==> config.mk <==
export PLATFORM = sky130hd
export DESIGN_NAME = layer_input_tracker
export DESIGN_NICKNAME = d
export VERILOG_FILES = /design/src/rtl/layer_pkg.sv /design/src/rtl/layer_input_tracker_sat_counter.sv /design/src/rtl/layer_input_tracker.sv
export SDC_FILE = /design/constraint.sdc
export NUM_CORES = 1
export LEC_CHECK = 0
export CAP_MARGIN = 20
export CORE_MARGIN = 5
export CORE_UTILIZATION = 35
export DETAILED_ROUTE_END_ITERATION = 8
export PLACE_DENSITY_LB_ADDON = 0.2
export SYNTH_ARGS = -nofsm -noshare
export SYNTH_HDL_FRONTEND = slang
export SYNTH_SLANG_ARGS = --single-unit
==> constraint.sdc <==
create_clock -name clk -period 6.1 [get_ports clk]
set_input_delay 0.61 -clock clk [delete_from_list [all_inputs] [get_ports clk]]
set_output_delay 0.61 -clock clk [all_outputs]
set_load 0.005 [all_outputs]
==> src/rtl/layer_pkg.sv <==
// Shared constants, state encoding and helpers for the per-layer input trackers.
package layer_pkg;

    localparam logic IDLE = 1'b0;
    localparam logic BUSY = 1'b1;

    typedef enum logic {
        ST_IDLE = IDLE,
        ST_BUSY = BUSY
    } state_e;

    // Default geometry of the layer this tracker family was first built for.
    localparam int L1_IMG_W     = 12;
    localparam int L1_IMG_H     = 12;
    localparam int L1_KERNEL    = 3;
    localparam int L1_BUF_ROWS  = 4;
    localparam int L1_READY_LAG = 1;
    localparam int L1_CNT_W     = 10;

    function automatic int clog2(input int value);
        int res;
        int v;
        res = 0;
        v   = value - 1;
        while (v > 0) begin
            res = res + 1;
            v   = v >> 1;
        end
        return res;
    endfunction

endpackage

==> src/rtl/layer_input_tracker_sat_counter.sv <==
// Up-counter that saturates at MAX; clear wins over increment.
module sat_counter
    import layer_pkg::*;
#(
    parameter int WIDTH = 8,
    parameter int MAX   = 255
) (
    input  logic             clk,
    input  logic             rst,
    input  logic             clear_i,
    input  logic             inc_i,
    output logic [WIDTH-1:0] cnt_o
);

    logic [WIDTH-1:0] cnt_q;
    logic [WIDTH-1:0] cnt_d;

    always_comb begin
        cnt_d = cnt_q;
        if (clear_i) begin
            cnt_d = '0;
        end else if (inc_i && (cnt_q < WIDTH'(MAX))) begin
            cnt_d = cnt_q + 1'b1;
        end
    end

    always_ff @(posedge clk) begin
        if (!rst) begin
            cnt_q <= '0;
        end else begin
            cnt_q <= cnt_d;
        end
    end

    assign cnt_o = cnt_q;

endmodule

==> src/rtl/layer_input_tracker.sv <==
// Input-side flow tracker for one conv layer: counts incoming raster pixels, flags when the next
// output row of windows is available and throttles the producer to the line-buffer depth.
module layer_input_tracker
    import layer_pkg::*;
#(
    parameter int IMG_W     = L1_IMG_W,
    parameter int IMG_H     = L1_IMG_H,
    parameter int KERNEL    = L1_KERNEL,
    parameter int BUF_ROWS  = L1_BUF_ROWS,
    parameter int READY_LAG = L1_READY_LAG,
    parameter int CNT_W     = L1_CNT_W
) (
    input  logic             clk,
    input  logic             rst,
    input  logic             conv_start,
    input  logic             in_valid,
    output logic             in_ready,
    input  logic             row_done,
    output logic             win_ready,
    output logic [CNT_W-1:0] out_row,
    output logic             busy,
    output logic             done
);

    localparam int TOTAL = IMG_W * IMG_H;
    localparam int OUT_H = IMG_H - KERNEL + 1;
    localparam int TW    = CNT_W + 2;

    state_e           state_q;
    logic [CNT_W-1:0] pix_cnt_q;
    logic [CNT_W-1:0] out_row_q;

    logic             start_d;
    logic             accept_d;
    logic             row_inc_d;
    logic             img_done_d;
    logic             busy_d;
    logic [TW-1:0]    buf_lim_d;
    logic [TW-1:0]    win_thr_d;

    always_comb begin
        busy_d     = (state_q == ST_BUSY);
        start_d    = (state_q == ST_IDLE) && conv_start;
        accept_d   = in_valid && in_ready;
        row_inc_d  = busy_d && row_done;
        img_done_d = busy_d && (pix_cnt_q == CNT_W'(TOTAL)) && (out_row_q == CNT_W'(OUT_H));

        // Widened by two bits so (out_row + BUF_ROWS) * IMG_W cannot wrap for any legal out_row.
        buf_lim_d = (TW'(out_row_q) + TW'(BUF_ROWS)) * TW'(IMG_W);
        win_thr_d = (TW'(out_row_q) + TW'(KERNEL - 1)) * TW'(IMG_W) + TW'(KERNEL - READY_LAG);
    end

    always_ff @(posedge clk) begin
        if (!rst) begin
            state_q <= ST_IDLE;
        end else begin
            case (state_q)
                ST_IDLE: if (conv_start) state_q <= ST_BUSY;
                ST_BUSY: if (img_done_d) state_q <= ST_IDLE;
                default: state_q <= ST_IDLE;
            endcase
        end
    end

    sat_counter #(
        .WIDTH (CNT_W),
        .MAX   (TOTAL)
    ) u_pix_cnt (
        .clk     (clk),
        .rst     (rst),
        .clear_i (start_d),
        .inc_i   (accept_d),
        .cnt_o   (pix_cnt_q)
    );

    // Saturation at OUT_H is what makes surplus row_done pulses harmless.
    sat_counter #(
        .WIDTH (CNT_W),
        .MAX   (OUT_H)
    ) u_row_cnt (
        .clk     (clk),
        .rst     (rst),
        .clear_i (start_d),
        .inc_i   (row_inc_d),
        .cnt_o   (out_row_q)
    );

    assign in_ready  = busy_d && (pix_cnt_q < CNT_W'(TOTAL)) && (TW'(pix_cnt_q) < buf_lim_d);
    assign win_ready = busy_d && (out_row_q < CNT_W'(OUT_H)) && (TW'(pix_cnt_q) >= win_thr_d);
    assign out_row   = out_row_q;
    assign busy      = busy_d;
    assign done      = img_done_d;

endmodule

==> results_dict.tcl, run 1 <==
set metrics [dict create \
    outcome "finished, final reports clean" \
    ys.flop_type "dfxtp_1" \
    synthArstFlopShare_pct 0 \
    cell_accounting_for_the_most_synthesized_area "ha_1" \
    antenna-diode-count 0 \
    drc 0 \
    ys.warnings.count 0 \
    placeableCoreArea_um2 6420 \
    avgSynthCellArea_um2 8.36 \
    syn-instance-count 279 \
    numnets_final 332 \
    clk_root_buffer_cell "clkbuf_8" \
    instances_no_fill 367 \
    setup_tns_ns 0 \
    cts_repair_resize_count 0 \
    critPathLaunch "u_row_cnt.cnt_o[2]" \
    die_area_um2 8400 \
    final_max_slew_viol_count 0 \
    areaGrowthSynthToFinish_pct 9.87 \
    numPlacedInstances 363 \
    worst_setup_path_start_kind "flop" \
    cts.sinks 21 \
    rsz0062_at_grt "false" \
    timing_worst_setup_path_type "flop to output port" \
    cts-root-to-sink-buffers 2 \
    drt_first_pass_iters 4 \
    syn-num-nets 320 \
    nFillCells 670 \
    post-cts-setup-buffer-count 0 \
    synth_largest_type_area_fraction_pct 18.8 \
    ports_placed_on_the_boundary 19 \
    power.share.sequential_pct 54.2 \
    ir_drop_v 0.0000601 \
    clock_edge_transition_at_the_registers_on_the_reported_setup_and_hold_paths_ns 0.08 \
    leakagePower_nw 1.06 \
    fmax_mhz 185 \
    commonest_cells_after_routing_fill_and_taps_aside "35 x ha_1, 23 x a21oi_1, 21 x xnor2_1, 21 x dfxtp_1" \
    netlist_area_um2 2330 \
    via_count 1895 \
    globalRoute.totalOverflow 0 \
    proportion_of_layout_cells_with_a_drive_suffix_above_1_pct 8.97 \
    worst_hold_startpoint "u_pix_cnt.cnt_o[1]" \
    p_int_uw 195 \
    power.density_nw_per_um2 101 \
    cp_data_required_time_ns 5.49 \
    rrSetupSlack_ns 1.44 \
    timing.max_slew.rel_slack_pct 58.2 \
    yosys-top-cells-area "ha_1 19%, dfxtp_1 18%, xnor2_1 7.9%" \
    timing.critical_path.arrival_ns 4.80 \
    netSwitchingFraction_pct 24.5 \
    global_route_wire_length_before_repair_mm 9.06 \
    setup-violations-final 0 \
    route.final.wire_length_mm 5.33 \
    power.net_switching_uw 63.5 \
    worstSkewPairLatency_ns 0.26 \
    timing.hold.worst_path_depth 2 \
    post-route-period-util_pct 88.7 \
    pin_count_of_the_biggest_net_entering_global_routing 18 \
    ys_ff_latch 21 \
    route.detailed.wl_per_inst_um 14.5 \
    yosys.cell_types.count 62 \
    cts_tree "yes" \
    cts_inserted_buffers 3 \
    end_point_of_the_worst_hold_path "u_pix_cnt.cnt_o[1]" \
    dpl.hpwl_mm 4.14 \
    grt_antenna_before_repair 0 \
    global_route.usage.total_pct 13.1 \
    detail-route-antenna-nets 0 \
    regToRegEndpoint "u_pix_cnt.cnt_o[4]" \
    via_count_of_the_first_global_routing_pass 1803 \
    comb_power_share_pct 9.6 \
    detailedRoute.firstIterationViolations 90 \
    layout_min_cycle_time_ns 5.41 \
    seq_area_frac_synth_pct 18.0 \
    gp_routability_congestion 0.850 \
    synth_edf_count 0 \
    worst_r2r_path_depth 15 \
    chipWidth_um 91.7 \
    postLayoutCellArea_um2 2560 \
    minimum_hold_slack_ns 0.560 \
    clock_skew_ns 0.00337 \
    post_dp_cell_area_um2 2520 \
    route.detailed.vias_per_inst 5.16 \
    worst-slew-pin-transition_ns 0.626 \
    ctsHoldBuffers 0 \
    final_hold_viol_count 0 \
    worst_hold_path_type "flop to flop" \
    critical_path.max_fanout 16 \
    pwr-share-clk_pct 36.2 \
    timing.critical_path.to_type "output port" \
    most_common_cell_after_layout_fill_and_taps_aside "ha_1" \
    die-height_um 91.7 \
    placementRows 29 \
    initial_core_util_pct 36.3 \
    port_buffer_count 18 \
    maxCapViolCount 0 \
    ctsHtreeMaxLevel 1 \
    critical_path.reg2reg.startpoint "u_row_cnt.cnt_o[2]" \
]
==> flip-flops by register name, indices dropped and copies added (netlist names) <==
| name | flops |
|---|---|
| u_pix_cnt.cnt_o | 10 |
| u_row_cnt.cnt_o | 10 |
| busy | 1 |
==> kinds of logic after synthesis <==
logic type | count (synthesis) | share of synthesized area, %
AND/OR/NAND/NOR | 95 | 22.4
AO/OA/AOI/OAI | 63 | 19.7
adder cells (fa/ha/maj) | 36 | 19.6
XOR/XNOR | 32 | 12.3
buffers and inverters | 30 | 7.02
flip-flops | 21 | 18.0
multiplexers | 2 | 0.912
==> layout make-up <==
class / instances / area, um2 / share of cell area (%)
clock buffers: 3 / 41.3 / 1.61
clock inverters: 1 / 5.00 / 0.195
inverters: 19 / 71.3 / 2.78
multi-input cells: 228 / 1750 / 68.2
flip-flops and latches: 21 / 420 / 16.4
well taps: 77 / 96.3 / 3.76
repair buffers: 18 / 180 / 7.03
==> power by group through the flow <==
stage               combinational [mW]  clock [mW]  sequential, mW
floorplan                       0.0159           0           0.143
global placement                0.0251           0           0.144
detailed placement              0.0248           0           0.144
CTS                             0.0252      0.0981           0.140
global route                    0.0282       0.104           0.141
finish                          0.0248      0.0937           0.140
==> metal layers <==
| metal | share of wire (%) | global-route usage (%) |
|---|---|---|
| met2 | 44 | 20.6 |
| met1 | 52 | 18.4 |
| met4 | 0.39 | 2.76 |
| met3 | 3.7 | 2.70 |
| met5 | 0 | 0 |
==> through the flow <==
| stage | setup slack, ns | util, % | power [mW] |
|---|---|---|---|
| floorplan | 2.08 | - | 0.159 |
| global placement | 1.13 | 39.2 | 0.169 |
| detailed placement | 1.01 | 39.2 | 0.168 |
| CTS | 0.688 | 39.9 | 0.264 |
| global route | 0.312 | 39.9 | 0.273 |
| finish | 0.690 | 39.9 | 0.259 |
==> worst max-delay path, cell delays in order (launching register included) <==
cell	delay, ns
dfxtp_1	0.68
ha_1	0.63
xor2_1	0.19
ha_1	0.39
and2b_2	0.23
a221oi_4	0.32
nor2_1	0.08
a21boi_0	0.21
xor2_1	0.19
ha_1	0.27
a22oi_1	0.15
nand3_1	0.10
a31oi_1	0.34
o41ai_2	0.18
inv_2	0.08
clkdlybuf4s50_1	0.49
==> Yosys cell counts (3+ instances only) <==
cell type and count:
ha_1 35, a21oi_1 23, dfxtp_1 21, xnor2_1 21, inv_1 18, nand2_1 18
nor2_1 17, and3_1 11, nand3_1 10, o21ai_0 10, xor2_1 10, nand4_1 5
a21boi_0 4, buf_6 4, nand2b_1 4, nor2b_1 4, a21o_1 3, buf_2 3
nor3_1 3, or3_2 3
==> worst max-delay path by stage <==
stage | end | slack, ns | depth (start not counted)
after floorplan | in_ready | 2.08 | 16
after global placement | in_ready | 1.13 | 15
after detailed placement | in_ready | 1.01 | 15
after CTS | in_ready | 0.69 | 15
after global routing | in_ready | 0.31 | 15
final | in_ready | 0.69 | 15
Note: power is estimated with default switching activity, not from simulation.
==> run 2: changes to the inputs <==
Settings changed: SYNTH_HIERARCHICAL set to 1.
==> run 2 against run 1 <==
Die area fell by 0.43%. Utilization rose by 0.66 points. Highest routed layer unchanged. Hold slack improved by 0.00088 ns. Largest cell class unchanged. Sequential share of layout area shrank 0.17 points.
==> results_dict.tcl, run 2 <==
set metrics [dict create \
    ys_top_cells_by_count "36 x ha_1, 21 x dfxtp_1, 18 x nand2_1" \
    detail-route-antenna-nets 0 \
    cell_accounting_for_the_most_synthesized_area "ha_1" \
    syn-num-nets 319 \
    yosysMostFrequentCell "ha_1" \
    setup-violations-final 0 \
    power.share.sequential_pct 54.4 \
    outcome "finished, final reports clean" \
    drt_first_pass_iters 4 \
    cts_tree "yes" \
    ys.flop_type "dfxtp_1" \
    clk_root_buffer_cell "clkbuf_8" \
    numnets_final 335 \
    drc 0 \
    netlist_area_um2 2320 \
    commonest_cells_after_routing_fill_and_taps_aside "36 x ha_1, 21 x dfxtp_1, 18 x nand2_1, 18 x clkdlybuf4s50_1, 16 x xor2_1" \
    rsz0062_at_grt "false" \
    placeableCoreArea_um2 6390 \
    timing.max_slew.rel_slack_pct 48.3 \
    critical_path.max_fanout 17 \
    ir_drop_v 0.0000736 \
    critical-path-slowest-cell "dfxtp_1" \
    post_synthesis_share_of_cell_area_spent_on_full_adders_half_adders_and_majority_gates_pct 20.3 \
    route.detailed.vias_per_inst 5.37 \
    worst_hold_path_type "flop to flop" \
    post-route-period-util_pct 81.5 \
    placementRows 29 \
    pin_count_of_the_biggest_net_entering_global_routing 20 \
    timing.hold.worst_path_depth 2 \
    nFillCells 667 \
    worst_setup_path_start_kind "flop" \
    dpl.hpwl_mm 4.29 \
    critical_path.cell_chain "ha_1, nand3_2, xor2_1, inv_1, ha_1, nand2_1, a21oi_1, a211oi_1, mux2i_1, xor2_1, ha_1, a21boi_0, o21ai_0, a211oi_1, clkdlybuf4s50_1" \
    cts_inserted_buffers 3 \
    power.density_nw_per_um2 99.6 \
    worst_hold_startpoint "u_pix_cnt/cnt_o[0]" \
    clock_skew_ns 0.00615 \
    ctsHoldBuffers 0 \
    end_point_of_the_worst_hold_path "u_pix_cnt/cnt_o[0]" \
    layout_min_cycle_time_ns 4.97 \
    footprint_of_the_multi_input_gates_um2 1800 \
    p_int_uw 196 \
    via_count_of_the_first_global_routing_pass 1845 \
    yosys-top-cells-area "ha_1 19%, dfxtp_1 18%, xor2_1 6.0%" \
    ys_ff_latch 21 \
    critical_path.reg2reg.startpoint "u_row_cnt/cnt_o[2]" \
    globalRoute.totalOverflow 0 \
    regToRegEndpoint "u_pix_cnt/cnt_o[4]" \
    clock_edge_transition_at_the_registers_on_the_reported_setup_and_hold_paths_ns 0.08 \
    pwr-share-clk_pct 36.6 \
    seq_area_frac_synth_pct 18.1 \
    worst-slew-pin-transition_ns 0.773 \
    proportion_of_layout_cells_with_a_drive_suffix_above_1_pct 4.45 \
    cts.sinks 21 \
    yosys.cell_types.count 59 \
    synthArstFlopShare_pct 0 \
    register_area_um2 420 \
    cts_repair_resize_count 0 \
    gp_routability_congestion 0.814 \
    crit_path_max_incr_delay_ns 0.78 \
    ys.warnings.count 6 \
    cts-root-to-sink-buffers 2 \
    fmax_mhz 201 \
    final_hold_viol_count 0 \
    global_route.usage.total_pct 13.1 \
    minimum_hold_slack_ns 0.561 \
    syn-instance-count 277 \
    antenna-diode-count 0 \
    initial_core_util_pct 36.4 \
    rrSetupSlack_ns 1.61 \
    synth_edf_count 0 \
    critPathMostFrequentCell "ha_1" \
    comb_power_share_pct 9.1 \
    global_route_wire_length_before_repair_mm 9.18 \
    worst_r2r_path_depth 15 \
    ctsHtreeMaxLevel 1 \
    avgSynthCellArea_um2 8.38 \
    post-cts-setup-buffer-count 0 \
    synth.mux.area_fraction_pct 2.16 \
    timing.critical_path.to_type "output port" \
    synth_largest_type_area_fraction_pct 19.4 \
    maxCapViolCount 0 \
    synth-simple-area-share_pct 26.4 \
    route.detailed.wl_per_inst_um 14.6 \
    netSwitchingFraction_pct 24.3 \
    grt_antenna_before_repair 0 \
    power.net_switching_uw 62.7 \
    chipWidth_um 91.5 \
    setup_tns_ns 0 \
    synth_top_family_by_area "simple AND/OR/NAND/NOR gates" \
    timing.critical_path.arrival_ns 4.36 \
    detailedRoute.firstIterationViolations 174 \
    timing_worst_setup_path_type "flop to output port" \
    worstSkewPairLatency_ns 0.27 \
    die-height_um 91.5 \
    route.final.wire_length_mm 5.40 \
    most_common_cell_after_layout_fill_and_taps_aside "ha_1" \
    port_buffer_count 18 \
    synth-compound-area-share_pct 17.9 \
    leakagePower_nw 1.16 \
    final_max_slew_viol_count 0 \
    ports_placed_on_the_boundary 19 \
    post_synthesis_xor_xnor_area_fraction_pct 10.6 \
    via_count 1983 \
    areaGrowthSynthToFinish_pct 11.6 \
    cp_data_required_time_ns 5.49 \
    die_area_um2 8360 \
]
==> run 2: critical path, delay by kind of cell (launching register included) <==
| family | cells | cell delay [ns] |
|---|---|---|
| buffers and inverters | 2 | 0.64 |
| AOI/OAI and AO/OA | 5 | 0.84 |
| adders and majority gates | 3 | 0.96 |
| DFF | 1 | 0.78 |
| and+or+nand+nor | 2 | 0.25 |
| muxes | 1 | 0.25 |
| xor gates and xnor gates | 2 | 0.37 |
==> run 2: how the worst max path moves through the flow <==
stage / start / end / slack, ns / cells past startpoint
6_report: u_row_cnt/cnt_o[1] / win_ready / 1.13 / 15
2_1_floorplan: u_row_cnt/cnt_o[2] / u_pix_cnt/cnt_o[3] / 2.09 / 17
4_1_cts: u_row_cnt/cnt_o[1] / win_ready / 1.10 / 15
3_5_place_dp: u_row_cnt/cnt_o[1] / win_ready / 1.42 / 15
5_1_grt: u_row_cnt/cnt_o[1] / win_ready / 0.68 / 15
3_3_place_gp: u_row_cnt/cnt_o[1] / win_ready / 1.40 / 15
==> run 2: routing by layer <==
layer | track usage [%] | vias to the layer above | wire [um]
li1 | - | 1046 | -
met1 | 19.3 | 912 | 2880
met2 | 20.5 | 21 | 2390
met3 | 1.32 | 4 | 88
met4 | 2.57 | 0 | 48
met5 | 0 | - | 0
==> run 2: cells by family (layout without fill, tap and decap cells) <==
logic type               count (synthesis)  in the layout
XOR/XNOR                                28             28
adder cells (fa/ha/maj)                 37             37
AO/OA/AOI/OAI                           62             62
multiplexers                             5              5
buffers and inverters                   21             36
AND/OR/NAND/NOR                        103            103
flip-flops                              21             21
==> run 2: final cells by class <==
| class | count | share of cell area [%] |
|---|---|---|
| Clock buffer | 3 | 1.59 |
| Sequential cell | 21 | 16.2 |
| Multi-Input combinational cell | 235 | 69.3 |
| Timing Repair Buffer | 18 | 6.95 |
| Clock inverter | 1 | 0.193 |
| Inverter | 14 | 2.03 |
| Tap cell | 77 | 3.72 |
==> run 2: power groups by stage <==
stage	clock [mW]	combinational [mW]	sequential [mW]
final	0.0944	0.0234	0.140
after floorplan	0	0.0153	0.143
after CTS	0.100	0.0237	0.140
after global placement	0	0.0232	0.143
after detailed placement	0	0.0236	0.144
after global routing	0.106	0.0261	0.141
==> run 2: per-stage QoR <==
step / utilization [%] / power, mW / std cells / worst slack, ns / cell area (um2)
2_1_floorplan: - / 0.158 / 277 / 2.09 / 2320
3_3_place_gp: 39.9 / 0.167 / 365 / 1.40 / 2540
3_5_place_dp: 39.9 / 0.167 / 365 / 1.42 / 2540
4_1_cts: 40.6 / 0.264 / 369 / 1.10 / 2590
5_1_grt: 40.6 / 0.273 / 369 / 0.684 / 2590
6_report: 40.6 / 0.258 / 369 / 1.13 / 2590
